===== config.mk =====
export PLATFORM = sky130hd
export DESIGN_NAME = dcache_2way_wb_flat
export DESIGN_NICKNAME = d
export VERILOG_FILES = /design/src/rtl/dcache_2way_wb_if.sv /design/src/rtl/dcache_2way_wb.sv /design/src/flat_wrapper.sv
export SDC_FILE = /design/constraint.sdc
export NUM_CORES = 2
export LEC_CHECK = 0
export BUFFER_PORTS_ARGS = -buffer_cell sky130_fd_sc_hd__clkbuf_2
export CORE_MARGIN = 2
export CORE_UTILIZATION = 35
export DETAILED_ROUTE_END_ITERATION = 6
export GPL_ROUTABILITY_DRIVEN = 0
export RECOVER_POWER = 100
export SYNTH_ARGS = -nofsm -noshare
export SYNTH_HDL_FRONTEND = slang
export SYNTH_SLANG_ARGS = --single-unit

===== constraint.sdc =====
create_clock -name clk -period 8.04 [get_ports clk]
set_clock_uncertainty 0.15 [all_clocks]
set_input_delay 1.608 -clock clk [delete_from_list [all_inputs] [get_ports clk]]
set_output_delay 1.608 -clock clk [all_outputs]
set_load 0.005 [all_outputs]

===== src/rtl/dcache_2way_wb_if.sv =====
// dcache_2way_wb_if: CPU load/store and memory-beat signals of the 2-way write-back data cache
//   slave  : cache side  (receives CPU requests, drives memory beats)
//   master : environment (drives CPU requests, answers memory beats)
interface dcache_2way_wb_if #(
   parameter int DATA_WIDTH = 32,
   parameter int ADDR_WIDTH = 32
);
   logic                  cpu_req;
   logic                  cpu_we;
   logic [ADDR_WIDTH-1:0] cpu_addr;
   logic [DATA_WIDTH-1:0] cpu_wdata;
   logic [DATA_WIDTH-1:0] cpu_rdata;
   logic                  cpu_ready;
   logic                  hit_out;
   logic                  mem_req;
   logic                  mem_we;
   logic [ADDR_WIDTH-1:0] mem_addr;
   logic [DATA_WIDTH-1:0] mem_wdata;
   logic [DATA_WIDTH-1:0] mem_rdata;
   logic                  mem_ack;

   modport slave (
      input  cpu_req, cpu_we, cpu_addr, cpu_wdata, mem_rdata, mem_ack,
      output cpu_rdata, cpu_ready, hit_out, mem_req, mem_we, mem_addr, mem_wdata
   );

   modport master (
      output cpu_req, cpu_we, cpu_addr, cpu_wdata, mem_rdata, mem_ack,
      input  cpu_rdata, cpu_ready, hit_out, mem_req, mem_we, mem_addr, mem_wdata
   );
endinterface


===== src/rtl/dcache_2way_wb.sv =====
// dcache_2way_wb: 2-way set-associative, write-back, write-allocate data cache with LRU
// replacement, dirty-line writeback and burst refill over a req/ack memory handshake.
// Ports:
//   clk, rst_n        clock, asynchronous active-low reset
//   bus (slave)       CPU side: cpu_req/we/addr/wdata in, cpu_rdata/cpu_ready/hit_out out
//                     memory side: mem_req/we/addr/wdata out, mem_rdata/mem_ack in
//   o_hit_count       hit counter   (live only with DCACHE_PERF_CNT_EN defined, else 0)
//   o_miss_count      miss counter  (live only with DCACHE_PERF_CNT_EN defined, else 0)
// Optional feature macro: DCACHE_PERF_CNT_EN
module dcache_2way_wb #(
   parameter int DATA_WIDTH = 32,
   parameter int ADDR_WIDTH = 32,
   parameter int SETS       = 8,
   parameter int WORDS      = 4
) (
   input  logic               clk,
   input  logic               rst_n,
   dcache_2way_wb_if.slave    bus,
   output logic [31:0]        o_hit_count,
   output logic [31:0]        o_miss_count
);
   localparam int OFF_W = $clog2(DATA_WIDTH / 8);
   localparam int WRD_W = $clog2(WORDS);
   localparam int SET_W = $clog2(SETS);
   localparam int TAG_W = ADDR_WIDTH - SET_W - WRD_W - OFF_W;

   typedef enum logic [1:0] {IDLE, WBACK, REFILL} state_t;

   state_t                r_state;
   logic [DATA_WIDTH-1:0] r_data  [2][SETS][WORDS];
   logic [TAG_W-1:0]      r_tag   [2][SETS];
   logic [SETS-1:0]       r_valid [2];
   logic [SETS-1:0]       r_dirty [2];
   logic [SETS-1:0]       r_lru;
   logic                  r_vic;
   logic [SET_W-1:0]      r_set;
   logic [TAG_W-1:0]      r_mtag;
   logic [WRD_W-1:0]      r_beat;
   logic                  r_mem_req;
   logic                  r_mem_we;
   logic [ADDR_WIDTH-1:0] r_mem_addr;
   logic [DATA_WIDTH-1:0] r_mem_wdata;

   logic [TAG_W-1:0]      w_tag;
   logic [SET_W-1:0]      w_set;
   logic [WRD_W-1:0]      w_word;
   logic                  w_hit0;
   logic                  w_hit1;
   logic                  w_hit;
   logic                  w_miss;
   logic                  w_way;
   logic                  w_vic;
   logic                  w_vdirty;
   logic                  w_last;
   logic [WRD_W-1:0]      w_nbeat;
   logic                  w_unused_ok;

   function automatic logic [ADDR_WIDTH-1:0] f_addr(input logic [TAG_W-1:0] t,
                                                    input logic [SET_W-1:0] s,
                                                    input logic [WRD_W-1:0] b);
      return ADDR_WIDTH'({t, s, b}) << OFF_W;
   endfunction

   assign w_tag       = bus.cpu_addr[ADDR_WIDTH-1 -: TAG_W];
   assign w_set       = bus.cpu_addr[OFF_W+WRD_W +: SET_W];
   assign w_word      = bus.cpu_addr[OFF_W +: WRD_W];
   assign w_unused_ok = ^(bus.cpu_addr & ADDR_WIDTH'((1 << OFF_W) - 1));
   assign w_hit0      = r_valid[0][w_set] && (r_tag[0][w_set] == w_tag);
   assign w_hit1      = r_valid[1][w_set] && (r_tag[1][w_set] == w_tag);
   assign w_hit       = (r_state == IDLE) && bus.cpu_req && (w_hit0 || w_hit1);
   assign w_miss      = (r_state == IDLE) && bus.cpu_req && !(w_hit0 || w_hit1);
   assign w_way       = !w_hit0;
   // Fill an empty way first; only a full set consults the LRU bit.
   assign w_vic       = !r_valid[0][w_set] ? 1'b0 : !r_valid[1][w_set] ? 1'b1 : r_lru[w_set];
   assign w_vdirty    = r_valid[w_vic][w_set] && r_dirty[w_vic][w_set];
   assign w_last      = r_beat == WRD_W'(WORDS - 1);
   assign w_nbeat     = r_beat + 1'b1;

   assign bus.cpu_rdata = r_data[w_way][w_set][w_word];
   assign bus.cpu_ready = w_hit;
   assign bus.hit_out   = w_hit;
   assign bus.mem_req   = r_mem_req;
   assign bus.mem_we    = r_mem_we;
   assign bus.mem_addr  = r_mem_addr;
   assign bus.mem_wdata = r_mem_wdata;

   // The miss address is captured at the miss so the fill completes even if the CPU lets go.
   always_ff @(posedge clk or negedge rst_n) begin
      if (!rst_n) begin
         r_state     <= IDLE;
         r_valid     <= '{default: '0};
         r_dirty     <= '{default: '0};
         r_lru       <= '0;
         r_vic       <= 1'b0;
         r_set       <= '0;
         r_mtag      <= '0;
         r_beat      <= '0;
         r_mem_req   <= 1'b0;
         r_mem_we    <= 1'b0;
         r_mem_addr  <= '0;
         r_mem_wdata <= '0;
      end else begin
         case (r_state)
            IDLE: begin
               if (w_hit) begin
                  r_lru[w_set] <= ~w_way;
                  if (bus.cpu_we) r_dirty[w_way][w_set] <= 1'b1;
               end else if (w_miss) begin
                  r_state     <= w_vdirty ? WBACK : REFILL;
                  r_vic       <= w_vic;
                  r_set       <= w_set;
                  r_mtag      <= w_tag;
                  r_beat      <= '0;
                  r_mem_req   <= 1'b1;
                  r_mem_we    <= w_vdirty;
                  r_mem_addr  <= w_vdirty ? f_addr(r_tag[w_vic][w_set], w_set, '0) : f_addr(w_tag, w_set, '0);
                  r_mem_wdata <= r_data[w_vic][w_set][0];
               end
            end
            WBACK: begin
               if (bus.mem_ack) begin
                  r_beat      <= w_nbeat;
                  r_mem_addr  <= w_last ? f_addr(r_mtag, r_set, '0) : f_addr(r_tag[r_vic][r_set], r_set, w_nbeat);
                  r_mem_wdata <= r_data[r_vic][r_set][w_nbeat];
                  if (w_last) begin
                     r_state               <= REFILL;
                     r_mem_we              <= 1'b0;
                     r_dirty[r_vic][r_set] <= 1'b0;
                  end
               end
            end
            REFILL: begin
               if (bus.mem_ack) begin
                  r_beat     <= w_nbeat;
                  r_mem_addr <= f_addr(r_mtag, r_set, w_nbeat);
                  if (w_last) begin
                     r_state               <= IDLE;
                     r_mem_req             <= 1'b0;
                     r_valid[r_vic][r_set] <= 1'b1;
                     r_dirty[r_vic][r_set] <= 1'b0;
                  end
               end
            end
            default: r_state <= IDLE;
         endcase
      end
   end

   // Data and tag storage carry no reset; validity alone decides what they mean.
   always_ff @(posedge clk) begin
      if (w_hit && bus.cpu_we) r_data[w_way][w_set][w_word] <= bus.cpu_wdata;
      if (r_state == REFILL && bus.mem_ack) begin
         r_data[r_vic][r_set][r_beat] <= bus.mem_rdata;
         if (w_last) r_tag[r_vic][r_set] <= r_mtag;
      end
   end

`ifdef DCACHE_PERF_CNT_EN
   logic [31:0] r_hit_cnt;
   logic [31:0] r_miss_cnt;
   logic        r_fill_done;

   // The completion right after a refill is the tail of a miss, not a hit.
   always_ff @(posedge clk or negedge rst_n) begin
      if (!rst_n) begin
         r_hit_cnt   <= '0;
         r_miss_cnt  <= '0;
         r_fill_done <= 1'b0;
      end else begin
         r_fill_done <= (r_state == REFILL) && bus.mem_ack && w_last;
         if (w_miss && r_miss_cnt != '1) r_miss_cnt <= r_miss_cnt + 1'b1;
         if (w_hit && !r_fill_done && r_hit_cnt != '1) r_hit_cnt <= r_hit_cnt + 1'b1;
      end
   end

   assign o_hit_count  = r_hit_cnt;
   assign o_miss_count = r_miss_cnt;
`else
   assign o_hit_count  = '0;
   assign o_miss_count = '0;
`endif
endmodule


===== src/flat_wrapper.sv =====
// flat-port wrapper written by rule: the top's interface ports become plain ports
module dcache_2way_wb_flat 
#(
   parameter int DATA_WIDTH = 32,
   parameter int ADDR_WIDTH = 32,
   parameter int SETS       = 8,
   parameter int WORDS      = 4
)
  (clk, rst_n, o_hit_count, o_miss_count, bus_cpu_req, bus_cpu_we, bus_cpu_addr, bus_cpu_wdata, bus_mem_rdata, bus_mem_ack, bus_cpu_rdata, bus_cpu_ready, bus_hit_out, bus_mem_req, bus_mem_we, bus_mem_addr, bus_mem_wdata);
  dcache_2way_wb_if #(.DATA_WIDTH(DATA_WIDTH), .ADDR_WIDTH(ADDR_WIDTH)) bus_i ();
  input  logic clk;
  input  logic rst_n;
  output logic [31:0] o_hit_count;
  output logic [31:0] o_miss_count;
  input wire logic [$bits(bus_i.cpu_req)-1:0] bus_cpu_req;
  input wire logic [$bits(bus_i.cpu_we)-1:0] bus_cpu_we;
  input wire logic [$bits(bus_i.cpu_addr)-1:0] bus_cpu_addr;
  input wire logic [$bits(bus_i.cpu_wdata)-1:0] bus_cpu_wdata;
  input wire logic [$bits(bus_i.mem_rdata)-1:0] bus_mem_rdata;
  input wire logic [$bits(bus_i.mem_ack)-1:0] bus_mem_ack;
  output wire logic [$bits(bus_i.cpu_rdata)-1:0] bus_cpu_rdata;
  output wire logic [$bits(bus_i.cpu_ready)-1:0] bus_cpu_ready;
  output wire logic [$bits(bus_i.hit_out)-1:0] bus_hit_out;
  output wire logic [$bits(bus_i.mem_req)-1:0] bus_mem_req;
  output wire logic [$bits(bus_i.mem_we)-1:0] bus_mem_we;
  output wire logic [$bits(bus_i.mem_addr)-1:0] bus_mem_addr;
  output wire logic [$bits(bus_i.mem_wdata)-1:0] bus_mem_wdata;
  assign bus_i.cpu_req = bus_cpu_req;
  assign bus_i.cpu_we = bus_cpu_we;
  assign bus_i.cpu_addr = bus_cpu_addr;
  assign bus_i.cpu_wdata = bus_cpu_wdata;
  assign bus_i.mem_rdata = bus_mem_rdata;
  assign bus_i.mem_ack = bus_mem_ack;
  assign bus_cpu_rdata = bus_i.cpu_rdata;
  assign bus_cpu_ready = bus_i.cpu_ready;
  assign bus_hit_out = bus_i.hit_out;
  assign bus_mem_req = bus_i.mem_req;
  assign bus_mem_we = bus_i.mem_we;
  assign bus_mem_addr = bus_i.mem_addr;
  assign bus_mem_wdata = bus_i.mem_wdata;
  dcache_2way_wb #(.DATA_WIDTH(DATA_WIDTH), .ADDR_WIDTH(ADDR_WIDTH), .SETS(SETS), .WORDS(WORDS)) u_core (.clk(clk), .rst_n(rst_n), .bus(bus_i), .o_hit_count(o_hit_count), .o_miss_count(o_miss_count));
endmodule

### After elaboration in Yosys (flattened, before gate mapping)

Memories as Yosys holds them, arrays and structs flattened.
Cells that the tools add are included.

| operators by class | value |
|---|---|
| bitwise operators | 13 |
| add/subtract/negate cells | 1 |
| equality and inequality tests | 15 |
| $lt $le $gt $ge | 18 |
| reduce and logical (&&, ||, !) cells | 36 |
| muxes and demuxes | 110 |

Operators with widths:

| cell | number |
|---|---|
| two-way mux 1024 bit | 4 |
| binary-select mux 128 bit (select 3 bit) | 3 |
| two-way mux 128 bit | 8 |
| OR reduction 1024 bit | 1 |
| demux 128 bit (select 3 bit) | 2 |
| two-way mux 32 bit | 15 |
| binary-select mux 25 bit (select 3 bit) | 4 |
| two-way mux 25 bit | 9 |
| two-way mux 200 bit | 1 |
| binary-select mux 32 bit (select 2 bit) | 2 |
| demux 32 bit (select 2 bit) | 2 |
| case mux 32 bit (3 select lines) | 1 |
| demux 25 bit (select 3 bit) | 1 |
| two-way mux 16 bit | 4 |
| two-way mux 8 bit | 8 |
| case mux 32 bit (2 select lines) | 1 |
| equality test 25 bit | 2 |
| OR 16 bit | 2 |
| case mux 16 bit (2 select lines) | 1 |
| two-way mux 1 bit | 20 |
| two-way mux 2 bit | 10 |
| AND reduction 5 bit | 4 |
| bitwise AND 16 bit | 1 |
| demux 8 bit (select 1 bit) | 2 |
| other kinds (35) | 85 |

| storage, ports and cells | value |
|---|---|
| memory bits (writable) | 2448 |
| input port bits | 101 |
| bits in registers | 139 |
| output and inout port bits | 164 |
| logic and storage cells | 209 |
| memories kept | 2 |

Memories:

| name | words | bits a word | read ports | clocked after Yosys merged registers in | write ports | line | source |
|---|---|---|---|---|---|---|---|
| u_core.r_data | 2 | 1024 | 3 | 0 | 1 | dcache_2way_wb.sv:30 | `logic [DATA_WIDTH-1:0] r_data [2][SETS][WORDS];` |
| u_core.r_tag | 2 | 200 | 4 | 0 | 1 | dcache_2way_wb.sv:31 | `logic [TAG_W-1:0] r_tag [2][SETS];` |

### Depth between registers and ports, before layout

| logic depth | value |
|---|---|
| depth in word-level cells | 16 |
| gate-level depth with buffers | 20 |
| gate-level depth less buffers | 11 |

### Worst setup path before layout

No wires, ideal clock.

| path | value |
|---|---|
| path kind | input to output |
| from | input bus_cpu_addr[4] |
| to | output bus_cpu_rdata[31] |
| slack | 1004 ps |
| buffers on the path | 6 |
| arrival | 5278 ps |
| data required time | 6282 ps |
| cell stages on the path | 15 |
| cells stage by stage | buf_4 buf_6 buf_2 nor3b_1 a222oi_1 xnor2_1 or2_2 nor4_1 buf_2 buf_4 buf_4 mux4_2 a221oi_1 o22ai_1 a32o_1 |

| between the ends | value |
|---|---|
| word-level cells in the longest chain between the ends | 14 |
| elaborated cells on any way between the ends | 16 |
| classes of those cells | eq/ne: 1; mux: 11; bitwise: 1; reduce/logical: 2; memory: 1 |

RTL lines:

| item | line | source |
|---|---|---|
| from (decl) | flat_wrapper.sv:17 | `input wire logic [$bits(bus_i.cpu_addr)-1:0] bus_cpu_addr;` |
| inverter 3 -> 4 bit (not written as such) | dcache_2way_wb.sv:68, dcache_2way_wb.sv:79 |  |
| binary-select mux 25 bit (select 3 bit) | dcache_2way_wb.sv:68 | `assign w_hit0 = r_valid[0][w_set] && (r_tag[0][w_set] == w_tag);` |
| two-way mux 25 bit (not written as such) (2 in series) | dcache_2way_wb.sv:68 |  |
| equality test 25 bit | dcache_2way_wb.sv:68 |  |
| logical AND 1 bit | dcache_2way_wb.sv:68 |  |
| zero test 1 bit | dcache_2way_wb.sv:72 | `assign w_way = !w_hit0;` |
| memory read (2 x 1024 bit) | n/a |  |
| binary-select mux 128 bit (select 3 bit) * | dcache_2way_wb.sv:79 | `assign bus.cpu_rdata = r_data[w_way][w_set][w_word];` |
| two-way mux 128 bit (not written as such) * (2 in series) | dcache_2way_wb.sv:79 |  |
| binary-select mux 32 bit (select 2 bit) * | dcache_2way_wb.sv:79 |  |
| two-way mux 32 bit (not written as such) * (2 in series) | dcache_2way_wb.sv:79 |  |
| to (decl) | flat_wrapper.sv:21 | `output wire logic [$bits(bus_i.cpu_rdata)-1:0] bus_cpu_rdata;` |

Every way passes the cells marked *; elsewhere a longest branch is shown, timed or not. The select of a mux whose other input is x is not followed.

### Worst setup path after layout

| path | value |
|---|---|
| from | register u_core.r_beat[0] |
| to | memory u_core.r_data[0][712] (netlist name) (enable) |

| between the ends | value |
|---|---|
| word-level cells in the longest chain between the ends | 10 |
| elaborated cells on any way between the ends | 12 |
| classes of those cells | order compare: 2; mux: 7; bitwise: 1; reduce/logical: 2 |

RTL lines:

| item | line | source |
|---|---|---|
| from (decl) | dcache_2way_wb.sv:38 | `logic [WRD_W-1:0] r_beat;` |
| from (signal assigned) | dcache_2way_wb.sv:122 | `r_beat <= w_nbeat;` |
| from (signal assigned) | dcache_2way_wb.sv:134 | `r_beat <= w_nbeat;` |
| inverter 2 -> 3 bit (not written as such) * | dcache_2way_wb.sv:153 | `r_data[r_vic][r_set][r_beat] <= bus.mem_rdata;` |
| >= comparator 3 bit (not written as such) / < comparator 3 x 1 -> 1 bit (equally long branches) | dcache_2way_wb.sv:153 |  |
| logical AND 1 bit (not written as such) | dcache_2way_wb.sv:153 |  |
| two-way mux 32 bit (not written as such) | dcache_2way_wb.sv:153 |  |
| demux 32 bit (select 2 bit) * | dcache_2way_wb.sv:153 |  |
| two-way mux 128 bit (not written as such) * | dcache_2way_wb.sv:153 |  |
| demux 128 bit (select 3 bit) * | dcache_2way_wb.sv:153 |  |
| two-way mux 1024 bit (not written as such) * | dcache_2way_wb.sv:153 |  |
| OR reduction 1024 bit (no source line) | n/a |  |
| two-way mux 1 bit (no source line) / two-way mux 1024 bit (equally long branches) | n/a |  |
| to (decl) | dcache_2way_wb.sv:30 |  |

Every way passes the cells marked *; elsewhere a longest branch is shown, timed or not.

==> impl_metrics.toml <==
[place]
preCtsSetupSlack_ns = -0.192
place_hpwl_um = 290000
port_buffers = 196

[worst_setup_path]
worstSetupEndpointType = "flip-flop"
timing.critical_path.arrival_ns = 8.39
critical_path.max_fanout = 36
crit_required_ns = 8.24
type_of_the_worst_setup_path = "flip-flop to flip-flop"
worstSetupStartpointType = "flip-flop"

[cells_and_area]
final_common_cell = "edfxtp_1"
layout.cells.most_common_list = "edfxtp_1, mux4_2, mux2i_1"
drive_above_1_share = 0.310
n_fill_cell = 32304
flow.area_growth_from_synthesis_pct = 15.9
multiInputGateArea_um2 = 48600
num-nets-final = 8272
regArea_um2 = 77000

[pwr]
intPower_mw = 29.3
power.combinational.fraction = 0.322
power_density_nw_per_um2 = 305
static-leakage-power_nw = 47.6
p_clk_frac = 0.282
seq_power_share = 0.396
vdd.ir_drop.worst_mv = 0.404
p_sw_frac = 0.350
switching_power_mw = 15.8

[floorplan]
die_width_um = 608
dieHeight_um = 608
die_area_um2 = 370000
design.portCount = 265
floorplan.rows = 221
core_um2 = 363000
floorplan.initialDensity = 0.352

[status]
violations = "max-capacitance violations, max-slew violations, negative setup slack"
outcome = "finished with violations"

[logic_synthesis]
yosys.cell_types.count = 84
syn_area_per_cell_um2 = 16.8
dominantRegCellSynth = "edfxtp_1"
post_synth_inst_count = 7617
yosysWarningCount = 0
yosys_register_bits = 2585
synthArstFlopShare = 0.0530
netlist_area_um2 = 128000
ys_seq_area_frac = 0.603
number_of_flops_mapped_to_enable_cells_by_yosys = 2448

[routing]
post_drt_antenna_nets = 0
drt_iter0_markers = 13602
route.final.wire_length_um = 489000
drt_drc_violations_left = 0
drt-pass1-iter-count = 6
drt-vias-per-instance = 6.55
dr_total_vias = 86306
drt-wirelength-per-cell_um = 37.1

[sta]
unrepaired_setup_endpoints_after_global_routing = "yes"
report.final.slew_viol_count = 1522
post-route-worst-setup-slack_ns = -0.145
finalHoldViolations = 0
finalSetupViolations = 166
fmax_mhz = 122
worstMarginPinSlew_ns = 5.45
final_period_minus_worst_setup_slack_ns = 8.19
max-slew-margin-rel = -2.63
fin_crit_sh = 1.02
timing.setup.tns_ns = -8.84

[grt]
wire_length_of_the_first_global_routing_pass_um = 667000
grt_start_max_net_pins = 124
grt_pass1_vias = 83430
grt_antenna_before_repair = 31
global_route.usage.total = 0.255
globalRouteOverflowTotal = 0

[clock_tree]
cts_inserted_buffers = 283
max-clock-path-buffers = 4
clk_transition_reported_paths_ns = 0.06
clock_tree.root_cell = "clkbuf_16"
worst_skew_pair.late_latency_ns = 0.88
cts_hold_buffers = 0
htree_num_levels = 5
cts_tree = "built"
clock_sinks = 2585

[job]
max_cap_violations = 36

[worst_hold_path]
hp-class = "flip-flop to flip-flop"
## through the flow
stage / std cells / power (mW) / hold slack, ns / cell area, µm² / util
3_3_place_gp: 12574 / 32.1 / 0.315 / 139000 / 0.384
2_1_floorplan: 7682 / 26.0 / 0.306 / 128000 / -
5_1_grt: 13171 / 46.2 / 0.352 / 148000 / 0.408
4_1_cts: 13078 / 44.9 / 0.333 / 148000 / 0.409
6_report: 13181 / 45.1 / 0.328 / 148000 / 0.408
3_5_place_dp: 12574 / 32.4 / 0.319 / 139000 / 0.384
## state kept, by name (all words and copies together), names as in the netlist
register	count
u_core.bus.mem_addr	30
u_core.bus.mem_req	1
u_core.bus.mem_wdata	32
u_core.bus.mem_we	1
u_core.r_beat	2
u_core.r_data	2048
u_core.r_dirty	16
u_core.r_lru	8
u_core.r_mtag	25
u_core.r_set	3
u_core.r_state	2
u_core.r_tag	400
u_core.r_valid	16
u_core.r_vic	1
## synth_stat cells (53+ instances only)
| master | instances | area share |
|---|---|---|
| dfrtp_1 | 137 | 0.027 |
| a22oi_1 | 110 | 0.0065 |
| a21oi_1 | 258 | 0.010 |
| mux2_2 | 113 | 0.010 |
| a22o_1 | 53 | 0.0036 |
| clkbuf_1 | 378 | 0.011 |
| a221oi_1 | 76 | 0.0052 |
| buf_1 | 113 | 0.0033 |
| buf_2 | 81 | 0.0032 |
| buf_4 | 123 | 0.0072 |
| mux4_2 | 1083 | 0.19 |
| mux2i_1 | 841 | 0.066 |
| o21ai_0 | 138 | 0.0054 |
| nor2_1 | 257 | 0.0076 |
| edfxtp_1 | 2448 | 0.58 |
| o221ai_1 | 117 | 0.0080 |
| o22ai_1 | 285 | 0.014 |
| nand2_1 | 431 | 0.013 |
## metal layers
layer,vias up,global-route usage,wire (µm)
met5,-,0,157
met4,12,0.139,32600
met3,1355,0.0589,60600
met2,6944,0.390,219000
met1,45009,0.335,177000
li1,32986,-,-
## cells by family after synthesis
family / Yosys count / synth area share
buffers and inverters: 730 / 0.0269
AOI/OAI and AO/OA: 1289 / 0.0681
xor gates and xnor gates: 36 / 0.00247
other: 1 / 0.0000294
muxes: 2039 / 0.267
DFF: 2585 / 0.603
and+or+nand+nor: 929 / 0.0320
adders and majority gates: 8 / 0.000784
## critical path, stage by stage, from the launching register on
cell	delay, ns
dfrtp_1	1.26
clkinvlp_2	1.27
ha_1	0.56
nand3_1	0.37
nand4_1	0.15
clkbuf_1	1.05
nor2_1	0.57
a21o_4	0.61
clkbuf_1	0.76
nor2_4	0.07
clkbuf_2	0.68
## cell type report
cell class,count,area share
repair buffers,909,0.0513
clock inverters,122,0.00657
diodes,13,0.000220
multi-input cells,4367,0.328
flip-flops and latches,2585,0.520
well taps,4794,0.0405
inverters,17,0.000490
clock buffers,374,0.0528
## power groups by stage
stage / Sequential (mW) / Combinational (mW) / Clock [mW]
finish: 17.9 / 14.5 / 12.7
floorplan: 17.7 / 8.27 / 0
detailed placement: 18.0 / 14.3 / 0
CTS: 17.7 / 14.4 / 12.8
global placement: 18.0 / 14.2 / 0
global route: 17.9 / 14.9 / 13.3
## timing repair
item	in CTS	in global routing
pin swaps	2	27
buffers inserted	7	82
cloned	2	9
endpoints found under the setup margin	31	32
gates resized for setup	35	110
hold endpoints to repair	0	0
## worst paths after layout
kind                                         start                       to  slack (ns)  depth (start not counted)
min                        u_core.bus.mem_wdata[0]  u_core.bus.mem_wdata[0]        0.33                          2
min reg2reg                u_core.bus.mem_wdata[0]  u_core.bus.mem_wdata[0]        0.33                          2
min in group asynchronous                    rst_n  u_core.bus.mem_addr[15]        2.59                          1
max reg2reg                       u_core.r_beat[0]    u_core.r_data[0][712]       -0.15                         10
max in group asynchronous                    rst_n          u_core.r_set[1]        1.23                          1
max                               u_core.r_beat[0]    u_core.r_data[0][712]       -0.15                         10
Note: power is estimated with default switching activity, not from simulation.
